$ cat config.mk
export PLATFORM = sky130hd
export DESIGN_NAME = pc_gen_flat
export DESIGN_NICKNAME = d
export VERILOG_FILES = /design/src/rtl/pc_gen_if.sv /design/src/rtl/pc_gen.sv /design/src/flat_wrapper.sv
export SDC_FILE = /design/constraint.sdc
export NUM_CORES = 1
export LEC_CHECK = 0
export BUFFER_PORTS_ARGS = -buffer_cell sky130_fd_sc_hd__buf_2
export CORE_AREA = 5 5 83 85
export DETAILED_ROUTE_END_ITERATION = 16
export DIE_AREA = 0 0 88 90
export GPL_TIMING_DRIVEN = 0
export PLACE_DENSITY = 0.72
export RECOVER_POWER = 100
export SETUP_SLACK_MARGIN = 0.3
export SLEW_MARGIN = 5
export SYNTH_ARGS = -nofsm -noshare
export SYNTH_HDL_FRONTEND = slang
export SYNTH_SLANG_ARGS = --single-unit
$ cat constraint.sdc
create_clock -name clk -period 2.65 [get_ports clk]
set_clock_uncertainty 0.1 [all_clocks]
set_input_delay 0.265 -clock clk [delete_from_list [all_inputs] [get_ports clk]]
set_output_delay 0.265 -clock clk [all_outputs]
set_load 0.005 [all_outputs]
$ cat src/rtl/pc_gen_if.sv
// Bus bundle for pc_gen: control and redirect inputs, and the PC, status and counter outputs.
interface pc_gen_if #(
    parameter int PC_WIDTH  = 12,
    parameter int CNT_WIDTH = 16
);
    logic [2:0]           pc_src;
    logic [PC_WIDTH-1:0]  target_branch;
    logic [PC_WIDTH-1:0]  target_jal;
    logic [PC_WIDTH-1:0]  target_jalr;
    logic                 stall;
    logic                 halt_req;
    logic [PC_WIDTH-1:0]  pc;
    logic [PC_WIDTH-1:0]  next_pc;
    logic                 pc_valid;
    logic                 halted;
    logic                 err_illegal_src;
    logic                 err_misalign;
    logic [CNT_WIDTH-1:0] retire_cnt;

    modport master (
        output pc_src, target_branch, target_jal, target_jalr, stall, halt_req,
        input  pc, next_pc, pc_valid, halted, err_illegal_src, err_misalign, retire_cnt
    );

    modport slave (
        input  pc_src, target_branch, target_jal, target_jalr, stall, halt_req,
        output pc, next_pc, pc_valid, halted, err_illegal_src, err_misalign, retire_cnt
    );
endinterface

$ cat src/rtl/pc_gen.sv
// Program-counter generator with stall, one-entry pending redirect, halt and retire counter.
// Optional macro PC_MISALIGN_TRAP_EN: misaligned redirect traps to HALT instead of being masked.
//
// state   | meaning
// S_RUN   | PC advances every cycle on a legal select
// S_STALL | PC held; latest redirect kept in the pending register
// S_HALT  | everything frozen until rst
module pc_gen #(
    parameter int                     PC_WIDTH  = 12,
    parameter logic [PC_WIDTH-1:0]    RESET_PC  = '0,
    parameter int                     CNT_WIDTH = 16
) (
    input  logic     clk,
    input  logic     rst,
    pc_gen_if.slave  bus
);
    typedef enum logic [1:0] {S_RUN = 2'd0, S_STALL = 2'd1, S_HALT = 2'd2} state_t;

    state_t               state, state_nxt;
    logic [PC_WIDTH-1:0]  pc_q, pc_nxt;
    logic [PC_WIDTH-1:0]  pend_tgt, pend_tgt_nxt;
    logic                 pend_vld, pend_vld_nxt;
    logic [CNT_WIDTH-1:0] cnt_q, cnt_nxt;
    logic                 err_ill_q, err_ill_nxt;
    logic [PC_WIDTH-1:0]  inc4, src_tgt, load_tgt;
    logic                 src_legal, src_redirect, do_load;
`ifdef PC_MISALIGN_TRAP_EN
    logic                 err_mis_q, err_mis_nxt;
`endif

    assign inc4 = pc_q + PC_WIDTH'(4);

    always_comb begin
        src_legal    = 1'b1;
        src_redirect = 1'b1;
        src_tgt      = inc4;
        case (bus.pc_src)
            3'b000: src_redirect = 1'b0;
            3'b001: src_tgt = bus.target_branch;
            3'b110: src_tgt = bus.target_jal;
            3'b100: src_tgt = bus.target_jalr;
            default: begin
                src_legal    = 1'b0;
                src_redirect = 1'b0;
                src_tgt      = pc_q;
            end
        endcase
    end

    always_comb begin
        state_nxt    = state;
        pc_nxt       = pc_q;
        pend_vld_nxt = pend_vld;
        pend_tgt_nxt = pend_tgt;
        cnt_nxt      = cnt_q;
        err_ill_nxt  = err_ill_q;
        do_load      = 1'b0;
        load_tgt     = src_tgt;
`ifdef PC_MISALIGN_TRAP_EN
        err_mis_nxt  = err_mis_q;
`endif
        case (state)
            S_RUN: begin
                if (bus.halt_req) begin
                    state_nxt    = S_HALT;
                    pend_vld_nxt = 1'b0;
                end else if (bus.stall) begin
                    state_nxt = S_STALL;
                    if (src_legal && src_redirect) begin
                        pend_vld_nxt = 1'b1;
                        pend_tgt_nxt = src_tgt;
                    end
                end else if (!src_legal) begin
                    err_ill_nxt = 1'b1;
                end else begin
                    do_load = 1'b1;
                end
            end
            S_STALL: begin
                if (bus.halt_req) begin
                    state_nxt    = S_HALT;
                    pend_vld_nxt = 1'b0;
                end else if (bus.stall) begin
                    if (src_legal && src_redirect) begin
                        pend_vld_nxt = 1'b1;
                        pend_tgt_nxt = src_tgt;
                    end
                end else begin
                    state_nxt    = S_RUN;
                    pend_vld_nxt = 1'b0;
                    if (pend_vld) begin
                        do_load  = 1'b1;
                        load_tgt = pend_tgt;
                    end else if (!src_legal) begin
                        err_ill_nxt = 1'b1;
                    end else begin
                        do_load = 1'b1;
                    end
                end
            end
            default: ;
        endcase

        // pc is always word aligned, so only a redirect target can carry low bits
        if (do_load) begin
`ifdef PC_MISALIGN_TRAP_EN
            if (load_tgt[1:0] != 2'b00) begin
                err_mis_nxt  = 1'b1;
                state_nxt    = S_HALT;
                pend_vld_nxt = 1'b0;
            end else begin
                pc_nxt  = load_tgt;
                cnt_nxt = cnt_q + CNT_WIDTH'(1);
            end
`else
            pc_nxt  = load_tgt & ~PC_WIDTH'(3);
            cnt_nxt = cnt_q + CNT_WIDTH'(1);
`endif
        end
    end

    always_ff @(posedge clk) begin
        if (rst) begin
            state     <= S_RUN;
            pc_q      <= RESET_PC;
            pend_vld  <= 1'b0;
            pend_tgt  <= '0;
            cnt_q     <= '0;
            err_ill_q <= 1'b0;
`ifdef PC_MISALIGN_TRAP_EN
            err_mis_q <= 1'b0;
`endif
        end else begin
            state     <= state_nxt;
            pc_q      <= pc_nxt;
            pend_vld  <= pend_vld_nxt;
            pend_tgt  <= pend_tgt_nxt;
            cnt_q     <= cnt_nxt;
            err_ill_q <= err_ill_nxt;
`ifdef PC_MISALIGN_TRAP_EN
            err_mis_q <= err_mis_nxt;
`endif
        end
    end

    assign bus.pc              = pc_q;
    assign bus.next_pc         = pc_nxt;
    assign bus.pc_valid        = (state != S_HALT);
    assign bus.halted          = (state == S_HALT);
    assign bus.err_illegal_src = err_ill_q;
    assign bus.retire_cnt      = cnt_q;
`ifdef PC_MISALIGN_TRAP_EN
    assign bus.err_misalign    = err_mis_q;
`else
    assign bus.err_misalign    = 1'b0;
`endif
endmodule

$ cat src/flat_wrapper.sv
// flat-port wrapper written by rule: the top's interface ports become plain ports
module pc_gen_flat 
#(
    parameter int                     PC_WIDTH  = 12,
    parameter logic [PC_WIDTH-1:0]    RESET_PC  = '0,
    parameter int                     CNT_WIDTH = 16
)
  (clk, rst, bus_pc_src, bus_target_branch, bus_target_jal, bus_target_jalr, bus_stall, bus_halt_req, bus_pc, bus_next_pc, bus_pc_valid, bus_halted, bus_err_illegal_src, bus_err_misalign, bus_retire_cnt);
  pc_gen_if #(.PC_WIDTH(PC_WIDTH), .CNT_WIDTH(CNT_WIDTH)) bus_i ();
  input  logic clk;
  input  logic rst;
  input wire logic [$bits(bus_i.pc_src)-1:0] bus_pc_src;
  input wire logic [$bits(bus_i.target_branch)-1:0] bus_target_branch;
  input wire logic [$bits(bus_i.target_jal)-1:0] bus_target_jal;
  input wire logic [$bits(bus_i.target_jalr)-1:0] bus_target_jalr;
  input wire logic [$bits(bus_i.stall)-1:0] bus_stall;
  input wire logic [$bits(bus_i.halt_req)-1:0] bus_halt_req;
  output wire logic [$bits(bus_i.pc)-1:0] bus_pc;
  output wire logic [$bits(bus_i.next_pc)-1:0] bus_next_pc;
  output wire logic [$bits(bus_i.pc_valid)-1:0] bus_pc_valid;
  output wire logic [$bits(bus_i.halted)-1:0] bus_halted;
  output wire logic [$bits(bus_i.err_illegal_src)-1:0] bus_err_illegal_src;
  output wire logic [$bits(bus_i.err_misalign)-1:0] bus_err_misalign;
  output wire logic [$bits(bus_i.retire_cnt)-1:0] bus_retire_cnt;
  assign bus_i.pc_src = bus_pc_src;
  assign bus_i.target_branch = bus_target_branch;
  assign bus_i.target_jal = bus_target_jal;
  assign bus_i.target_jalr = bus_target_jalr;
  assign bus_i.stall = bus_stall;
  assign bus_i.halt_req = bus_halt_req;
  assign bus_pc = bus_i.pc;
  assign bus_next_pc = bus_i.next_pc;
  assign bus_pc_valid = bus_i.pc_valid;
  assign bus_halted = bus_i.halted;
  assign bus_err_illegal_src = bus_i.err_illegal_src;
  assign bus_err_misalign = bus_i.err_misalign;
  assign bus_retire_cnt = bus_i.retire_cnt;
  pc_gen #(.PC_WIDTH(PC_WIDTH), .RESET_PC(RESET_PC), .CNT_WIDTH(CNT_WIDTH)) u_core (.clk(clk), .rst(rst), .bus(bus_i));
endmodule
==> flow_summary.ini, run 1 <==
[route]
met2WireLength_mm = 3.74
drc_errors = 0
antenna_left = 0
drt-met1-wl_mm = 3.42
drt_iter0_drc = 168
vias = 2785
highest_layer = met4
met3WireLength_um = 560
vias_per_cell = 5.71
wl_mm = 7.78
dr.pass1.iters = 5
drt-wirelength-per-cell_um = 15.9

[layout]
synthToLayoutAreaGrowth_pct = 26.2
final_util_pct = 53.5
antennaDiodeCount = 0
drive_above_1_share_pct = 26.8
nets = 455

[run_status]
outcome = completed

[worst_hold_path]
hold_class = in -> reg

[placement]
gp_congestion = 0.819
io_buffers = 76
dp_hpwl_mm = 5.60

[worst_setup_path]
cp_slowest_cell = dfxtp_1
rrSetupSlack_ns = 0.36
start_kind = register
startpoint = u_core.bus.pc[5]
max_stage_delay_ns = 0.56
endpoint_kind = output pin
crit_arrival_ns = 2.05
critPathCapture = bus_next_pc[11]
worstSetupPathType = reg -> out
cp_cell_sequence = and4_1 -> nand4_1 -> xnor2_1 -> a211oi_2 -> o21ai_0 -> buf_2
crit-reg2reg-capture = u_core.bus.pc[10]
path_max_fanout = 9
cp.required_ns = 2.29
r2r_start = u_core.bus.pc[2]
worst-r2r-cell-count = 10

[power_and_ir_drop]
combPwrFrac_pct = 16.8
internal_power_uw = 1030
p_leak_uw = 0.00131
clkPwrFrac_pct = 36.9
vdd_drop_max_mv = 0.303
powerDensity_nw_per_um2 = 436
switchingPower_uw = 397
seqPwrFrac_pct = 46.2
netSwitchingFraction_pct = 27.7
total_power_uw = 1430

[global_route]
grt_pass1_wl_mm = 12.2
grtUsageTotal_pct = 18.9
grt_max_degree = 15
grt_pass1_vias = 2586
grt_antenna_before_repair = 0
overflow = 0

[synth]
synth_ff_type = dfxtp_1
avgSynthCellArea_sq_um = 8.28
synth_cells = 314
async_flop_share_pct = 0
yosysWarnings = 0
synth_nets = 359
synth_edf_count = 0
synth-seq-area-share_pct = 32.3
netlist_area_sq_um = 2600
synth_seq_cells = 42
yosysUniqueCellTypes = 58

[clock_network]
ctsHtreeMaxLevel = 2
cts_root_buffer = clkbuf_8
cts_made_buffers = 5
clock_latency_ns = 0.30
cts_tree = done
clock_path_buffers = 2
clk_pin_slew_ns = 0.09
cts.sinks = 42

[sta]
finalCriticalPeriod_ns = 2.41
rsz0062_at_grt = true
slew_headroom_pct = 63.6
hold_viol = 0
fmax_mhz = 414
tightest_slew_ns = 0.546
tns_ns = 0
slew_violations = 0
setup_viol = 0
fin_crit_sh_pct = 91.0

[floorplan]
ios = 87
rows = 29
die_x_um = 88
die_h_um = 90
die-area_sq_um = 7920
core_area_sq_um = 6130
start_util_pct = 42.4

[flow_run]
drv_cap = 0
[cell type report]
type                    instances  area (sq um)
clock inverters                 3          43.8
well taps                      77          96.3
fillers                       597          2850
multi-input cells             243          1620
clock buffers                   5          68.8
repair buffers                 88           435
flip-flops and latches         42           842
plain buffers                  23           149
inverters                       7          26.3
[worst max-delay path: cells and delay by family, from the launching register on]
kind	cells	cell delay [ns]
AOI/OAI and AO/OA	2	0.43
and+or+nand+nor	2	0.46
buffers and inverters	1	0.14
DFF	1	0.56
xor gates and xnor gates	1	0.16
[what timing repair did]
item                       4_1_cts  5_1_grt
cloned                           0        1
hold buffers                     0        0
setup endpoints to repair        8       11
buffers inserted                 7        5
pin swaps                        5        7
gates resized for setup          8       20
[power by group through the flow]
stage | Sequential, uW | Clock (uW) | Combinational, uW
floorplan | 671 | 0 | 140
global placement | 674 | 0 | 217
detailed placement | 675 | 0 | 220
CTS | 660 | 534 | 231
global route | 663 | 565 | 262
finish | 662 | 529 | 241
[flip-flops by register name, summed over array words and instances, names as in the netlist]
register,count
u_core.state,2
u_core.pend_vld,1
u_core.bus.err_illegal_src,1
u_core.bus.pc,12
u_core.bus.retire_cnt,16
u_core.pend_tgt,10
[worst min-delay path by stage]
stage                            start                 end  slack, ns  cells past startpoint
floorplan                 bus_halt_req     u_core.state[1]       0.31                      2
global placement    u_core.pend_tgt[8]  u_core.pend_tgt[8]       0.34                      2
detailed placement  u_core.pend_tgt[8]  u_core.pend_tgt[8]       0.36                      2
CTS                          bus_stall     u_core.state[0]       0.22                      3
global route                 bus_stall     u_core.state[0]       0.24                      3
finish                       bus_stall     u_core.state[0]       0.22                      3
[synth_stat cells, types with 5 or more instances]
| cell | number | area share [%] |
|---|---|---|
| dfxtp_1 | 42 | 32 |
| nor2_1 | 35 | 5.1 |
| nand2_1 | 18 | 2.6 |
| o21ai_0 | 15 | 2.9 |
| a21oi_1 | 12 | 2.3 |
| a31oi_1 | 12 | 2.9 |
| nand3_1 | 12 | 2.3 |
| nor3_1 | 12 | 2.3 |
| xnor2_1 | 11 | 3.7 |
| a22oi_1 | 9 | 2.6 |
| and3_1 | 9 | 2.2 |
| buf_2 | 8 | 1.5 |
| inv_1 | 7 | 1.0 |
| nand4_1 | 7 | 1.7 |
| and4_1 | 6 | 2.0 |
| buf_4 | 5 | 1.4 |
| clkbuf_1 | 5 | 0.72 |
| nand2b_1 | 5 | 1.2 |
| xor2_1 | 5 | 1.7 |
[per-stage QoR]
| stage | setup WS [ns] | cells | area, sq um | hold WS, ns |
|---|---|---|---|---|
| floorplan | 0.772 | 314 | 2600 | 0.308 |
| global placement | 0.428 | 467 | 3080 | 0.345 |
| detailed placement | 0.399 | 467 | 3080 | 0.356 |
| CTS | 0.275 | 482 | 3270 | 0.221 |
| global route | 0.143 | 488 | 3280 | 0.238 |
| finish | 0.237 | 488 | 3280 | 0.219 |
[routing by layer]
metal	vias to the layer above	GRT usage (%)
met5	-	0
met4	0	4.35
met3	5	3.56
met2	113	30.5
met1	1315	25.8
li1	1352	-
[logic make-up after synthesis]
logic type / Yosys count / share of synthesized area (%)
AOI/OAI and AO/OA: 90 / 25.2
DFF: 42 / 32.3
xor gates and xnor gates: 16 / 5.39
buffers and inverters: 30 / 6.59
muxes: 5 / 2.45
adders and majority gates: 2 / 0.962
other: 1 / 0.144
and+or+nand+nor: 128 / 26.9
[cells in the final DEF, fill, tap and decap left out, drive strengths merged, types with 11 or more instances in the layout]
| master | count |
|---|---|
| nand2 | 18 |
| buf | 76 |
| a31oi | 12 |
| nand3 | 12 |
| a21oi | 12 |
| dfxtp | 42 |
| xnor2 | 11 |
| clkbuf | 40 |
| nor2 | 35 |
| o21ai | 21 |
| nor3 | 16 |
No activity file was read; power rests on OpenSTA's default activity.
==> run 2, diff against run 1 <==
Settings changed: CORE_AREA 5 5 83 85 to 2 2 80 82, DIE_AREA 0 0 88 90 to 0 0 82 84, PLACE_DENSITY 0.72 to 0.7.
==> flow_summary.ini, run 2 (same netlist as run 1, synthesis figures left out) <==
[global_route]
grt_antenna_before_repair = 0
grt_pass1_vias = 2477
grtUsageTotal_pct = 21.5
overflow = 0
grt_max_degree = 14
grt_pass1_wl_mm = 11.6

[floorplan]
start_util_pct = 42.7
rows = 29
ios = 87
die_x_um = 82
die-area_sq_um = 6890
die_h_um = 84
core_area_sq_um = 6100

[power_and_ir_drop]
combPwrFrac_pct = 17.9
internal_power_uw = 933
netSwitchingFraction_pct = 29.1
powerDensity_nw_per_um2 = 406
seqPwrFrac_pct = 50.3
vdd_drop_max_mv = 0.262
switchingPower_uw = 382
p_leak_uw = 0.00132
clkPwrFrac_pct = 31.8

[worst_setup_path]
cp.required_ns = 2.29
path_max_fanout = 8
cp_cell_sequence = ha_4 -> and4_1 -> and3_1 -> o31ai_4 -> a31oi_1 -> nor2_1 -> clkbuf_2
start_kind = register
max_stage_delay_ns = 0.42
worstSetupPathType = reg -> out
endpoint_kind = output pin
crit_arrival_ns = 2.11
cp_slowest_cell = dfxtp_1

[route]
antenna_left = 0
wl_mm = 7.51
drt-wirelength-per-cell_um = 15.5
vias_per_cell = 5.72
dr.pass1.iters = 6
vias = 2767
drc_errors = 0
drt_iter0_drc = 231

[clock_network]
clock_latency_ns = 0.30
cts_tree = done
cts.sinks = 42
ctsHtreeMaxLevel = 2
clk_pin_slew_ns = 0.08
cts_root_buffer = clkbuf_8
cts_hold_buf = 0
clock_path_buffers = 2
cts_made_buffers = 5

[layout]
antennaDiodeCount = 0
mostFrequentLayoutCells = buf_2 (64), dfxtp_1 (42), nor2_1 (35), clkbuf_1 (23), nand2_1 (18)
final_cell_area_sq_um = 3240
nets = 451
final_common_cell = buf_2
largest_register_ffs = 16
seq_area_sq_um = 841
drive_above_1_share_pct = 27.3
synthToLayoutAreaGrowth_pct = 24.4
fill_cells = 596
final_util_pct = 53.1
multi_input_area_sq_um = 1610

[sta]
tightest_slew_ns = 0.534
slew_headroom_pct = 64.4
finalCriticalPeriod_ns = 2.47
tns_ns = 0
hold_viol = 0
fmax_mhz = 404
fin_crit_sh_pct = 93.3
rsz0062_at_grt = true
slew_violations = 0
setup_viol = 0
worst_slack_ns = 0.177
hold_ws_ns = 0.216

[placement]
place_ws_ns = 0.407
dp_hpwl_mm = 5.52
placed_area_sq_um = 3080
io_buffers = 76
gp_congestion = 0.879

[run_status]
outcome = completed

[worst_hold_path]
hold_class = in -> reg

[flow_run]
drv_cap = 0
-- run 2: changes by cell type in the layout (fill, tap and decap cells not counted), sizes merged --
cell,delta
clkbuf,-7
clkinv,+1
buf,+5
inv,-1
bufinv,-1
o21ai,-1
-- run 2: worst paths after layout --
path	cells past startpoint	startpoint	slack (ns)	end
setup / recovery	7	u_core.bus.pc[2]	0.18	bus_next_pc[10]
hold / removal	3	bus_stall	0.22	u_core.state[0]
setup reg to reg	7	u_core.state[1]	0.56	u_core.pend_tgt[5]
hold reg to reg	2	u_core.pend_tgt[8]	0.37	u_core.pend_tgt[8]
-- run 2: metal layers --
layer | vias to the layer above | GRT usage [%] | routed length (um)
li1 | 1342 | - | -
met1 | 1300 | 27.6 | 3290
met2 | 113 | 34.9 | 3590
met3 | 12 | 6.06 | 550
met4 | 0 | 5.45 | 84
met5 | - | 0 | 0
-- run 2: area by class of cell --
cell class | count | share of cell area (%)
well taps | 77 | 2.98
multi-input cells | 242 | 49.8
flip-flops and latches | 42 | 26.0
plain buffers | 23 | 4.60
clock buffers | 6 | 2.24
repair buffers | 85 | 13.2
inverters | 7 | 0.812
clock inverters | 2 | 0.425
-- run 2: worst max-delay path, delay by kind of cell (launching register included) --
family	cells	cell delay (ns)
AO/OA/AOI/OAI	2	0.42
AND/OR/NAND/NOR	3	0.60
buffers and inverters	1	0.14
adder cells (fa/ha/maj)	1	0.23
flip-flops	1	0.42
-- run 2: what timing repair did --
| action | CTS | global route |
|---|---|---|
| setup endpoints to repair | 9 | 11 |
| gates resized for setup | 7 | 24 |
| setup buffers | 2 | 7 |
| pin swaps | 3 | 6 |
-- run 2: power by group through the flow --
stage                     registers [uW]  clock network, uW  logic [uW]
after global routing                 663                450         257
after CTS                            660                422         226
after floorplan                      671                  0         140
after global placement               675                  0         218
final                                661                418         235
after detailed placement             675                  0         221
-- run 2: metrics by stage --
step                cells  total power [uW]
floorplan             314               812
global placement      467               892
detailed placement    467               896
CTS                   477              1310
global route          484              1370
finish                484              1310
